File: config.mk
export PLATFORM = sky130hd
export DESIGN_NAME = fifo_ptr_ctrl
export DESIGN_NICKNAME = d
export VERILOG_FILES = /design/src/rtl/DataTypes.sv /design/src/rtl/wrap_ptr.sv /design/src/rtl/fifo_ptr_ctrl.sv
export SDC_FILE = /design/constraint.sdc
export NUM_CORES = 1
export LEC_CHECK = 0
export CELL_PAD_IN_SITES_DETAIL_PLACEMENT = 1
export CELL_PAD_IN_SITES_GLOBAL_PLACEMENT = 1
export CORE_MARGIN = 3
export CORE_UTILIZATION = 30
export DETAILED_ROUTE_END_ITERATION = 7
export PLACE_DENSITY_LB_ADDON = 0.1
export SYNTH_ARGS = -nofsm -noshare
export SYNTH_HDL_FRONTEND = slang
export SYNTH_SLANG_ARGS = --single-unit
export TNS_END_PERCENT = 50
File: constraint.sdc
create_clock -name clk -period 1.7 [get_ports clk]
set_input_delay 0.17 -clock clk [delete_from_list [all_inputs] [get_ports clk]]
set_output_delay 0.17 -clock clk [all_outputs]
set_load 0.01 [all_outputs]
File: src/rtl/DataTypes.sv
// Shared types for the FIFO pointer/flag controller.
// Latency: n/a (types and constants only).
// Backpressure: n/a.
// Contents: bit_t scalar, DEFAULT_DEPTH, fifo_flags_t status bundle.
package DataTypes;

    typedef logic bit_t;

    localparam int DEFAULT_DEPTH = 16;

    // Registered status bits of the controller, kept together so reset and
    // next-state logic treat them as one register.
    typedef struct packed {
        bit_t full;
        bit_t empty;
        bit_t almost_full;
        bit_t almost_empty;
        bit_t overflow;
        bit_t underflow;
    } fifo_flags_t;

endpackage

File: src/rtl/wrap_ptr.sv
// Modulo-DEPTH address pointer; wraps DEPTH-1 -> 0 for any DEPTH >= 2.
// Latency: ptr advances on the clk edge where inc is high, visible next cycle.
// Backpressure: none; the caller only raises inc for accepted transfers.
// Ports: clk, reset (async active-low), inc (advance), ptr (current address).
module wrap_ptr #(
    parameter int DEPTH = 16,
    parameter int AW    = $clog2(DEPTH)
) (
    input  logic          clk,
    input  logic          reset,
    input  logic          inc,
    output logic [AW-1:0] ptr
);

    localparam logic [AW-1:0] LAST = AW'(DEPTH - 1);

    always_ff @(posedge clk or negedge reset) begin
        if (!reset) begin
            ptr <= '0;
        end else if (inc) begin
            // Explicit compare, not natural overflow, so non-power-of-two
            // depths wrap at the right place.
            ptr <= (ptr == LAST) ? '0 : ptr + AW'(1);
        end
    end

endmodule

File: src/rtl/fifo_ptr_ctrl.sv
// Pointer, occupancy and flag controller for a single-clock FIFO over a dual-port RAM.
// Latency: w_en/r_en/addresses valid in the request cycle; count/flags update on that edge.
// Backpressure: push rejected while full, pop rejected while empty; each sets a sticky error.
// Ports: clk, reset (async active-low), push, pop, clr_err in; w_add/w_en, r_add/r_en to RAM;
//        count, full, empty, almost_full, almost_empty, overflow, underflow status out.
module fifo_ptr_ctrl
    import DataTypes::*;
#(
    parameter  int DEPTH    = DEFAULT_DEPTH,
    parameter  int AF_LEVEL = DEPTH - 2,
    parameter  int AE_LEVEL = 2,
    localparam int AW       = $clog2(DEPTH),
    localparam int CW       = $clog2(DEPTH + 1)
) (
    input  logic          clk,
    input  logic          reset,
    input  logic          push,
    input  logic          pop,
    input  logic          clr_err,
    output logic [AW-1:0] w_add,
    output logic          w_en,
    output logic [AW-1:0] r_add,
    output logic          r_en,
    output logic [CW-1:0] count,
    output logic          full,
    output logic          empty,
    output logic          almost_full,
    output logic          almost_empty,
    output logic          overflow,
    output logic          underflow
);

    localparam logic [CW-1:0] FULL_C = CW'(DEPTH);
    localparam logic [CW-1:0] AF_C   = CW'(AF_LEVEL);
    localparam logic [CW-1:0] AE_C   = CW'(AE_LEVEL);

    fifo_flags_t   flg;
    fifo_flags_t   flg_nxt;
    logic [CW-1:0] cnt;
    logic [CW-1:0] cnt_nxt;
    bit_t          wr_acc;
    bit_t          rd_acc;

    // Accept decisions use the registered flags only, so a simultaneous pop
    // never frees a slot for a push at full (and vice versa at empty).
    // Gating with reset keeps the RAM enables quiet while reset is held.
    assign wr_acc = push & ~flg.full  & reset;
    assign rd_acc = pop  & ~flg.empty & reset;

    assign w_en = wr_acc;
    assign r_en = rd_acc;

    wrap_ptr #(.DEPTH(DEPTH), .AW(AW)) u_wr_ptr (
        .clk   (clk),
        .reset (reset),
        .inc   (wr_acc),
        .ptr   (w_add)
    );

    wrap_ptr #(.DEPTH(DEPTH), .AW(AW)) u_rd_ptr (
        .clk   (clk),
        .reset (reset),
        .inc   (rd_acc),
        .ptr   (r_add)
    );

    always_comb begin
        cnt_nxt = cnt;
        if (wr_acc && !rd_acc) begin
            cnt_nxt = cnt + CW'(1);
        end else if (rd_acc && !wr_acc) begin
            cnt_nxt = cnt - CW'(1);
        end
    end

    // Flags come from the next count so they line up with count every cycle.
    // A new error event outranks clr_err in the same cycle.
    always_comb begin
        flg_nxt              = flg;
        flg_nxt.full         = (cnt_nxt == FULL_C);
        flg_nxt.empty        = (cnt_nxt == '0);
        flg_nxt.almost_full  = (cnt_nxt >= AF_C);
        flg_nxt.almost_empty = (cnt_nxt <= AE_C);
        flg_nxt.overflow     = (push & flg.full)  | (flg.overflow  & ~clr_err);
        flg_nxt.underflow    = (pop  & flg.empty) | (flg.underflow & ~clr_err);
    end

    always_ff @(posedge clk or negedge reset) begin
        if (!reset) begin
            cnt <= '0;
            flg <= '{full: 1'b0, empty: 1'b1, almost_full: 1'b0, almost_empty: 1'b1,
                     overflow: 1'b0, underflow: 1'b0};
        end else begin
            cnt <= cnt_nxt;
            flg <= flg_nxt;
        end
    end

    assign count        = cnt;
    assign full         = flg.full;
    assign empty        = flg.empty;
    assign almost_full  = flg.almost_full;
    assign almost_empty = flg.almost_empty;
    assign overflow     = flg.overflow;
    assign underflow    = flg.underflow;

endmodule

After elaboration in Yosys (flattened, before gate mapping)
Index checks and enable logic that the tools add are counted.

cells by class
  $add $sub $neg = 4
  $lt $le $gt $ge = 2
  equality and inequality tests = 3
  muxes and demuxes = 4
  bitwise operators = 13
  reduce and logical (&&, ||, !) cells = 5

operators by type and width
  operator                                                               number
  5-bit two-way mux                                                      2
  4-bit by 1-bit adder with 4-bit output, second input constant          2
  1-bit AND                                                              8
  4-bit == test, second input constant                                   2
  4-bit two-way mux                                                      2
  5-bit by 1-bit adder with 5-bit output, second input constant          1
  5-bit == test, second input constant                                   1
  5-bit by 4-bit >= comparator with 1-bit output, second input constant  1
  5-bit by 2-bit <= comparator with 1-bit output, second input constant  1
  5-bit zero test                                                        1
  5-bit by 1-bit subtractor with 5-bit output, second input constant     1
  1-bit inverter                                                         3
  1-bit logical AND                                                      2
  1-bit zero test                                                        2
  1-bit bitwise OR                                                       2

storage, ports and cells
  register bits after elaboration = 19
  output and inout port bits = 21
  word-level logic and storage cells = 40

Depth between registers and ports, before layout
Gate-level depths: netlist of run 1.

  word-level depth = 8
  mapped depth = 6

By module
A second synthesis of run 1 with hierarchy kept.

unflattened totals
  cells, all modules = 92
  area total of the unflattened synthesis = 945.9 um^2

by module, submodules not included
  module         times used  cells each  area each (um^2)  seq. area each (um^2)
  fifo_ptr_ctrl  1           58          585.6             277.8
  wrap_ptr       2           17          180.2             100.1

Least setup slack after synthesis of run 1
No wires, ideal clock.

  path kind = register -> register
  start point = register cnt[0] (netlist: count[0])
  end point = register flg (netlist bit almost_empty)
  library setup time = 0.116 ns
  arrival = 1.684 ns
  setup slack = -0.100 ns
  cell stages (with the launch flop) = 7
  path through = dfrtp_1 -> inv_1 -> ha_1 -> nor4b_2 -> a31o_1 -> o21ai_1 -> a2111oi_1

RTL lines
  what                    line                 text
  start, declared         fifo_ptr_ctrl.sv:39  logic [CW-1:0] cnt;
  start signal, assigned  fifo_ptr_ctrl.sv:94  cnt <= cnt_nxt;
  end signal, assigned    fifo_ptr_ctrl.sv:91  flg <= '{full: 1'b0, empty: 1'b1, almost_full: 1'b0, almost_empty: 1'b1,
  end signal, assigned    fifo_ptr_ctrl.sv:95  flg <= flg_nxt;
  end, declared           fifo_ptr_ctrl.sv:37  fifo_flags_t flg;

==> results of run 1 <==
[worst max path at each step]
stage	startpoint	end	depth (start not counted)
6_report	empty	full	5
5_1_grt	empty	almost_full	6
4_1_cts	empty	almost_empty	5
3_5_place_dp	reset	almost_empty	6
3_3_place_gp	reset	full	6
2_1_floorplan	count[0]	almost_empty	6
[routing by layer]
layer	share of wire [%]	vias to the layer above	global-route usage, %
met5	0	-	0
met2	48	19	22.2
met4	0.86	0	4.85
met1	47	385	15.8
met3	4.1	2	3.34
li1	-	411	-
[synthesized netlist by cell type (all sizes together), types with 2 or more instances]
cell    instances
nand3           4
nor2            2
nor3            2
a31o            2
xnor2           4
nor4b           2
nand4           2
dfstp           2
nand2          11
nand3b          2
xor2            2
ha              4
dfrtp          17
o21ai          10
inv             5
a21oi           2
[sequential cells by signal, summed over array words and instances (netlist names)]
name / flops
u_rd_ptr.ptr: 4
empty: 1
u_wr_ptr.ptr: 4
almost_full: 1
almost_empty: 1
underflow: 1
full: 1
count: 5
overflow: 1
[final cells by class]
cell class | count | share of cell area (%)
flip-flops and latches | 19 | 31.0
inverters | 6 | 1.77
multi-input cells | 63 | 37.3
well taps | 44 | 3.55
repair buffers | 43 | 24.7
clock buffers | 4 | 1.69
[layout by cell type (no fill, tap or decap), types with 2 or more instances in the layout]
| cell type | n |
|---|---|
| nor3_1 | 2 |
| a21oi_1 | 2 |
| dfrtp_1 | 15 |
| inv_2 | 2 |
| dfrtp_2 | 2 |
| inv_1 | 3 |
| ha_1 | 3 |
| dfstp_2 | 2 |
| xor2_4 | 2 |
| nand3_1 | 3 |
| o21ai_2 | 2 |
| a31o_1 | 2 |
| xnor2_1 | 3 |
| nand4_1 | 2 |
| dlygate4sd2_1 | 3 |
| clkbuf_4 | 3 |
| o21ai_0 | 8 |
| nand2_1 | 11 |
| buf_4 | 18 |
| nand3b_4 | 2 |
| clkdlybuf4s50_1 | 21 |
| nor2_1 | 2 |
[logic make-up after synthesis]
kind of cell / count (synthesis)
simple gates: 31
compound gates: 21
fa+ha+maj: 4
flops: 19
mux: 1
xor+xnor: 6
buf+inv: 7
[metrics by stage]
stage	power, mW	std cells	utilization [%]
floorplan	1.49	89	-
global placement	2.18	174	46.2
detailed placement	2.20	174	46.2
CTS	2.48	179	47.8
global route	2.79	179	49.6
finish	2.57	179	49.6
[timing repair]
action / CTS / global route
setup endpoints to repair: 4 / 6
pin swaps: 1 / 2
resized for setup: 8 / 8
buffers inserted: 1 / 0
[power breakdown]
| group | switching (mW) | internal (mW) | total (mW) |
|---|---|---|---|
| combinational | 0.638 | 0.837 | 1.48 |
| sequential | 0.216 | 0.649 | 0.864 |
| clock | 0.135 | 0.0912 | 0.226 |
| total | 0.989 | 1.58 | 2.57 |
[worst reg2reg max path, stage by stage (launching register included)]
cell and delay (ns):
dfstp_2 0.55, and2b_4 0.22, nor3_1 0.18, a31oi_1 0.09, xnor2_2 0.34, and4bb_1 0.23
==> impl_metrics.tcl, run 1 <==
set metrics [dict create \
    totalWireLength_um 2320 \
    cts_made_buffers 3 \
    synthTopCellsByArea "dfrtp_1, dfstp_2, ha_1" \
    routed_via_density 4.56 \
    cts_root_buf "clkbuf_4" \
    grt.overflow.total 0 \
    synth_top_family_by_area "simple AND/OR/NAND/NOR gates" \
    final_cell_area_mm2 0.00155 \
    worst-setup-path-type "reg -> reg" \
    clock_skew_ns 0.00247 \
    cp.arrival_ns 1.90 \
    synth_edf_count 0 \
    drive_above_1_share_pct 35.6 \
    finalCritPeriodShare_pct 101 \
    yosys.area.top_type "dfrtp_1" \
    setup_violations 2 \
    critPathTopFamily "simple AND/OR/NAND/NOR gates" \
    dieArea_mm2 0.00409 \
    post-place-ws_ns -0.331 \
    r2r_end "full" \
    cp_slowest_cell "dfstp_2" \
    hold_buffers 0 \
    grt_antenna_before_repair 0 \
    drc 0 \
    hpwl_um 1890 \
    die_y_um 63.9 \
    slew_headroom_pct 74.1 \
    setup_ws_ns -0.0161 \
    grt_first_pass_wirelength_um 4210 \
    cts_tree "done" \
    cts_sinks 19 \
    synth_top_area_share_pct 42.2 \
    clock_latency_ns 0.29 \
    wire_per_inst_um 12.9 \
    hold_viol 0 \
    synthMuxAreaShare_pct 1.12 \
    drtIter0Drc 19 \
    synth_compound_area_share_pct 14.9 \
    maxCapViolCount 0 \
    worst_pin_slew_ns 0.385 \
    nFillCells 360 \
    io_pins 26 \
    avgSynthCellArea_um2 11.3 \
    synthXorXnorAreaFrac_pct 6.71 \
    worstSetupEndpointType "flip-flop" \
    hold_class "in -> async" \
    core_mm2 0.00313 \
    ir_drop_mv 0.776 \
    area_delta_synth_final_pct 54.0 \
    whs_ns 0.0420 \
    layout.nets 145 \
    r2r_slack_ns -0.02 \
    power.static_leakage_nw 0.671 \
    synth-simple-area-share_pct 21.0 \
    cpPeakStageDelay_ns 0.55 \
    diodes 0 \
    maxSlewViolCount 0 \
    violations "setup timing" \
    synth_nets 98 \
    synth-main-ff-cell "dfrtp_1" \
    async_flop_share_pct 100 \
    clock_path_buffers 2 \
    start_util_pct 32.2 \
    status "finished with violations" \
    grt_util_all_layers_pct 13.1 \
    dr.pass1.iters 2 \
    regArea_um2 480 \
    grt_pass1_vias 904 \
    ant_nets 0 \
    syn_area_mm2 0.00101 \
    cp_max_fo 6 \
    crit_buf_inv 0 \
    yosysWarnings 0 \
    port_buffers 25 \
    cp.required_ns 1.89 \
    synth_cell_type_count 37 \
    synthCells 89 \
    worstPathCellList "and2b_4 -> nor3_1 -> a31oi_1 -> xnor2_2 -> and4bb_1" \
    synth_fa_ha_area_share_pct 4.97 \
    die_w_um 63.9 \
    num_rows 20 \
    period_needed_ns 1.72 \
    multi_input_area_um2 579 \
    clkTransAtPathRegs_ns 0.10 \
    setup_tns_ns -0.0216 \
    start_kind "flip-flop" \
    vias 817 \
    grt_setup_unrepaired "true" \
    place_area_mm2 0.00144 \
    synth.yosys.seq_area_share_pct 47.5 \
    cts_max_level 1 \
    worstReg2RegStart "empty" \
    fmax_mhz 583 \
    yosys_register_bits 19 \
    r2r_cells 5 \
    grt_start_max_net_pins 14 \
    power_per_cell_area_mw_per_mm2 1650 \
    place_congestion 0.718 \
]
Power figures use the tool's default switching activity.
==> inputs of run 2 (changes only) <==
--- a/config.mk
+++ b/config.mk
@@ -7,6 +7,7 @@
 export LEC_CHECK = 0
 export CELL_PAD_IN_SITES_DETAIL_PLACEMENT = 1
 export CELL_PAD_IN_SITES_GLOBAL_PLACEMENT = 1
+export CORE_ASPECT_RATIO = 1.2
 export CORE_MARGIN = 3
 export CORE_UTILIZATION = 30
 export DETAILED_ROUTE_END_ITERATION = 7
==> impl_metrics.tcl, run 2 (synthesis gave the netlist of run 1 again) <==
set metrics [dict create \
    cts_made_buffers 3 \
    die_y_um 69.5 \
    power_frac_comb_pct 59.0 \
    power_per_cell_area_mw_per_mm2 1710 \
    hold_viol 0 \
    cp.required_ns 1.91 \
    cp_max_fo 6 \
    final_cell_area_mm2 0.00157 \
    grt_pass1_vias 922 \
    switching_share_pct 38.9 \
    grt_setup_unrepaired "true" \
    largest_reg_flops 5 \
    clkTransAtPathRegs_ns 0.10 \
    cts_root_buf "clkbuf_4" \
    worst-setup-path-type "reg -> reg" \
    die_w_um 58.9 \
    startpoint "empty" \
    cp.arrival_ns 2.02 \
    dp_cells 165 \
    grt_first_pass_wirelength_um 4350 \
    post-place-ws_ns -0.333 \
    core_mm2 0.00314 \
    crit_buf_inv 1 \
    grt_antenna_before_repair 0 \
    critPathTopFamily "simple AND/OR/NAND/NOR gates" \
    final_util_pct 49.9 \
    place_congestion 0.787 \
    intPower_mw 1.64 \
    ir_drop_mv 0.897 \
    io_pins 26 \
    maxCapViolCount 0 \
    worstSetupEndpointType "flip-flop" \
    setup_ws_ns -0.113 \
    area_delta_synth_final_pct 55.4 \
    worstReg2RegStart "empty" \
    total_power_mw 2.68 \
    clock_path_buffers 2 \
    grt_start_max_net_pins 11 \
    port_buffers 25 \
    drtIter0Drc 13 \
    grt_util_all_layers_pct 13.8 \
    cp_slowest_cell "dfstp_2" \
    grt.overflow.total 0 \
    final_common_cell "clkdlybuf4s50_1" \
    routed_via_density 4.96 \
    cts_tree "done" \
    finalCritPeriodShare_pct 107 \
    worst_pin_slew_ns 0.348 \
    maxSlewViolCount 0 \
    violations "setup timing" \
    period_needed_ns 1.81 \
    hpwl_um 1930 \
    start_util_pct 32.1 \
    path_depth 6 \
    worstPathCellList "and2b_4 -> nor3_2 -> a31oi_1 -> xnor2_2 -> buf_12 -> nor4b_2" \
    drive_above_1_share_pct 36.5 \
    clock_skew_ns 0.00764 \
    power.static_leakage_nw 0.698 \
    cts_max_level 1 \
    nFillCells 356 \
    r2r_end "empty" \
    mostFrequentLayoutCells "clkdlybuf4s50_1, buf_4, dfrtp_1, nand2_1, o21ai_0" \
    cpPeakStageDelay_ns 0.55 \
    fmax_mhz 552 \
    hold_class "in -> async" \
    dieArea_mm2 0.00409 \
    r2r_slack_ns -0.11 \
    ant_nets 0 \
    wire_per_inst_um 15.6 \
    layout.nets 147 \
    power_switching_mw 1.04 \
    finalNonFillerCells 173 \
    num_rows 22 \
    diodes 0 \
    totalWireLength_um 2700 \
    status "finished with violations" \
    critPathCapture "empty" \
    seqPwrFrac_pct 32.3 \
    r2r_cells 6 \
    clock_latency_ns 0.30 \
    vias 858 \
    hold_buffers 0 \
    slew_headroom_pct 76.7 \
    power.share.clock_pct 8.7 \
    cts_sinks 19 \
    drc 0 \
    start_kind "flip-flop" \
    setup_violations 4 \
    dr.pass1.iters 4 \
    place_area_mm2 0.00143 \
]
-- run 2: cell count changes in the layout (fill, tap and decap cells not counted), sizes merged --
cell,delta
buf,+1
clkdlybuf4s50,-1
dlygate4sd2,+1
dlymetal6s2s,+1
-- run 2: how the worst min path moves through the flow --
stage,cells after the start,to,slack [ns]
floorplan,0,almost_full,-0.13
global placement,1,u_wr_ptr.ptr[3],0.50
detailed placement,1,u_wr_ptr.ptr[3],0.53
CTS,2,full,0.02
global route,2,full,0.02
finish,2,full,0.02
-- run 2: layout make-up --
cell class              instances  area, um^2  share of cell area [%]
inverters                       6        27.5                    1.76
repair buffers                 45         410                    26.2
well taps                      36        45.0                    2.88
multi-input cells              63         576                    36.8
clock buffers                   4        26.3                    1.68
flip-flops and latches         19         480                    30.7
-- run 2: stage by stage --
step                hold WS, ns  setup TNS (ns)
CTS                      0.0155          -0.119
global placement          0.504           -1.24
global route             0.0168          -0.583
finish                   0.0246          -0.200
floorplan                -0.126               0
detailed placement        0.526           -1.34
-- run 2: power groups by stage --
stage / registers [mW] / clock network, mW / logic, mW
2_1_floorplan: 0.947 / 0 / 0.540
3_3_place_gp: 0.847 / 0 / 1.33
3_5_place_dp: 0.864 / 0 / 1.36
4_1_cts: 0.865 / 0.242 / 1.42
5_1_grt: 0.908 / 0.261 / 1.72
6_report: 0.867 / 0.232 / 1.58
-- run 2: metal layers --
metal | share of wire, % | GRT usage [%] | up-vias
li1 | - | - | 415
met1 | 44 | 17.2 | 423
met2 | 53 | 23.8 | 18
met3 | 2.9 | 2.05 | 2
met4 | 0.48 | 3.78 | 0
met5 | 0 | 0 | -
-- run 2: repair_timing --
action / CTS / global route
setup endpoints to repair: 4 / 6
pin swaps: 1 / 6
setup buffers: 1 / 3
gates resized for setup: 9 / 6
==> inputs of run 3 (changes only) <==
--- a/config.mk
+++ b/config.mk
@@ -12,6 +12,7 @@
 export CORE_UTILIZATION = 30
 export DETAILED_ROUTE_END_ITERATION = 7
 export PLACE_DENSITY_LB_ADDON = 0.1
+export SKIP_CTS_REPAIR_TIMING = 1
 export SYNTH_ARGS = -nofsm -noshare
 export SYNTH_HDL_FRONTEND = slang
 export SYNTH_SLANG_ARGS = --single-unit
==> impl_metrics.tcl, run 3 (synthesis gave the netlist of run 1 again) <==
set metrics [dict create \
    status "finished with violations" \
    violations "setup timing" \
    grt_pass1_vias 907 \
    dieArea_mm2 0.00409 \
    worst_pin_slew_ns 0.323 \
    area_delta_synth_final_pct 53.9 \
    final_common_cell "clkdlybuf4s50_1" \
    drive_above_1_share_pct 36.2 \
    io_pins 26 \
    period_needed_ns 1.80 \
    r2r_end "full" \
    maxSlewViolCount 0 \
    clock_skew_ns 0.00743 \
    place_congestion 0.787 \
    ant_nets 0 \
    total_power_mw 2.59 \
    power.static_leakage_nw 0.704 \
    vias 857 \
    worstReg2RegStart "empty" \
    cts_root_buf "clkbuf_4" \
    fmax_mhz 556 \
    critPathCapture "full" \
    ir_drop_mv 0.890 \
    setup_violations 5 \
    r2r_slack_ns -0.1 \
    hold_viol 0 \
    totalWireLength_um 2700 \
    cp.required_ns 1.89 \
    worstPathCellList "and2b_4 -> nor3_1 -> a31oi_1 -> xnor2_2 -> and4bb_1" \
    slew_headroom_pct 78.3 \
    r2r_cells 5 \
    grt_start_max_net_pins 11 \
    power_per_cell_area_mw_per_mm2 1670 \
    drc 0 \
    startpoint "empty" \
    start_util_pct 32.1 \
    grt_util_all_layers_pct 13.1 \
    cts_sinks 19 \
    routed_via_density 4.93 \
    final_cell_area_mm2 0.00155 \
    start_kind "flip-flop" \
    cts_made_buffers 3 \
    hpwl_um 1930 \
    wire_per_inst_um 15.5 \
    place_area_mm2 0.00143 \
    cts_max_level 1 \
    layout.nets 148 \
    grt_first_pass_wirelength_um 4200 \
    grt_antenna_before_repair 0 \
    port_buffers 25 \
    num_rows 22 \
    diodes 0 \
    die_y_um 69.5 \
    finalCritPeriodShare_pct 106 \
    mostFrequentLayoutCells "clkdlybuf4s50_1, buf_4, dfrtp_1, nand2_1, o21ai_0" \
    grt_setup_unrepaired "true" \
    drtIter0Drc 15 \
    maxCapViolCount 0 \
    die_w_um 58.9 \
    core_mm2 0.00314 \
    final_util_pct 49.4 \
    hold_class "in -> async" \
    largest_reg_flops 5 \
    dr.pass1.iters 2 \
    cpPeakStageDelay_ns 0.55 \
    cp_slowest_cell "dfstp_2" \
    cts_tree "done" \
    clock_latency_ns 0.30 \
    cp.arrival_ns 1.99 \
    setup_ws_ns -0.0999 \
    setup_tns_ns -0.296 \
    clkTransAtPathRegs_ns 0.11 \
    worstSetupEndpointType "flip-flop" \
    nFillCells 359 \
    grt.overflow.total 0 \
    clock_path_buffers 2 \
    cp_max_fo 6 \
    worst-setup-path-type "reg -> reg" \
]
run 3: worst max-delay path, delay by kind of cell, from the launching register on:
kind | cells | cell delay, ns
AOI/OAI and AO/OA | 1 | 0.13
xor gates and xnor gates | 1 | 0.31
and+or+nand+nor | 3 | 0.71
DFF | 1 | 0.55
run 3: how the worst min path moves through the flow:
stage / from / end / slack, ns / cells past startpoint
detailed placement: u_wr_ptr.ptr[3] / u_wr_ptr.ptr[3] / 0.53 / 1
global route: reset / full / 0.31 / 2
floorplan: reset / almost_full / -0.13 / 0
CTS: reset / full / 0.24 / 2
finish: reset / full / 0.30 / 2
global placement: u_wr_ptr.ptr[3] / u_wr_ptr.ptr[3] / 0.50 / 1
run 3: per-layer routing:
metal | part of all wire [%] | routed length [um] | track usage [%]
met1 | 43 | 1170 | 17.0
met2 | 52 | 1410 | 21.9
met3 | 3.4 | 92 | 2.23
met4 | 0.85 | 23 | 3.78
met5 | 0 | 0 | 0
run 3: power by group:
part	leakage [nW]	internal, mW	switching [mW]
sequential	0.229	0.648	0.221
clock	0.0150	0.0913	0.144
combinational	0.460	0.848	0.636
total	0.704	1.59	1.00
run 3: metrics by stage:
stage	cells	setup WS (ns)	hold WS, ns
floorplan	89	0.00907	-0.126
global placement	165	-0.335	0.504
detailed placement	165	-0.333	0.526
CTS	169	-0.229	0.242
global route	174	-0.204	0.309
finish	174	-0.0999	0.300
run 3: area by class of cell:
| class | count | area, um^2 | area share (%) |
|---|---|---|---|
| inverters | 6 | 27.5 | 1.78 |
| multi-input cells | 63 | 558 | 36.0 |
| well taps | 36 | 45.0 | 2.91 |
| flip-flops and latches | 19 | 480 | 31.0 |
| clock buffers | 4 | 26.3 | 1.69 |
| repair buffers | 46 | 413 | 26.6 |
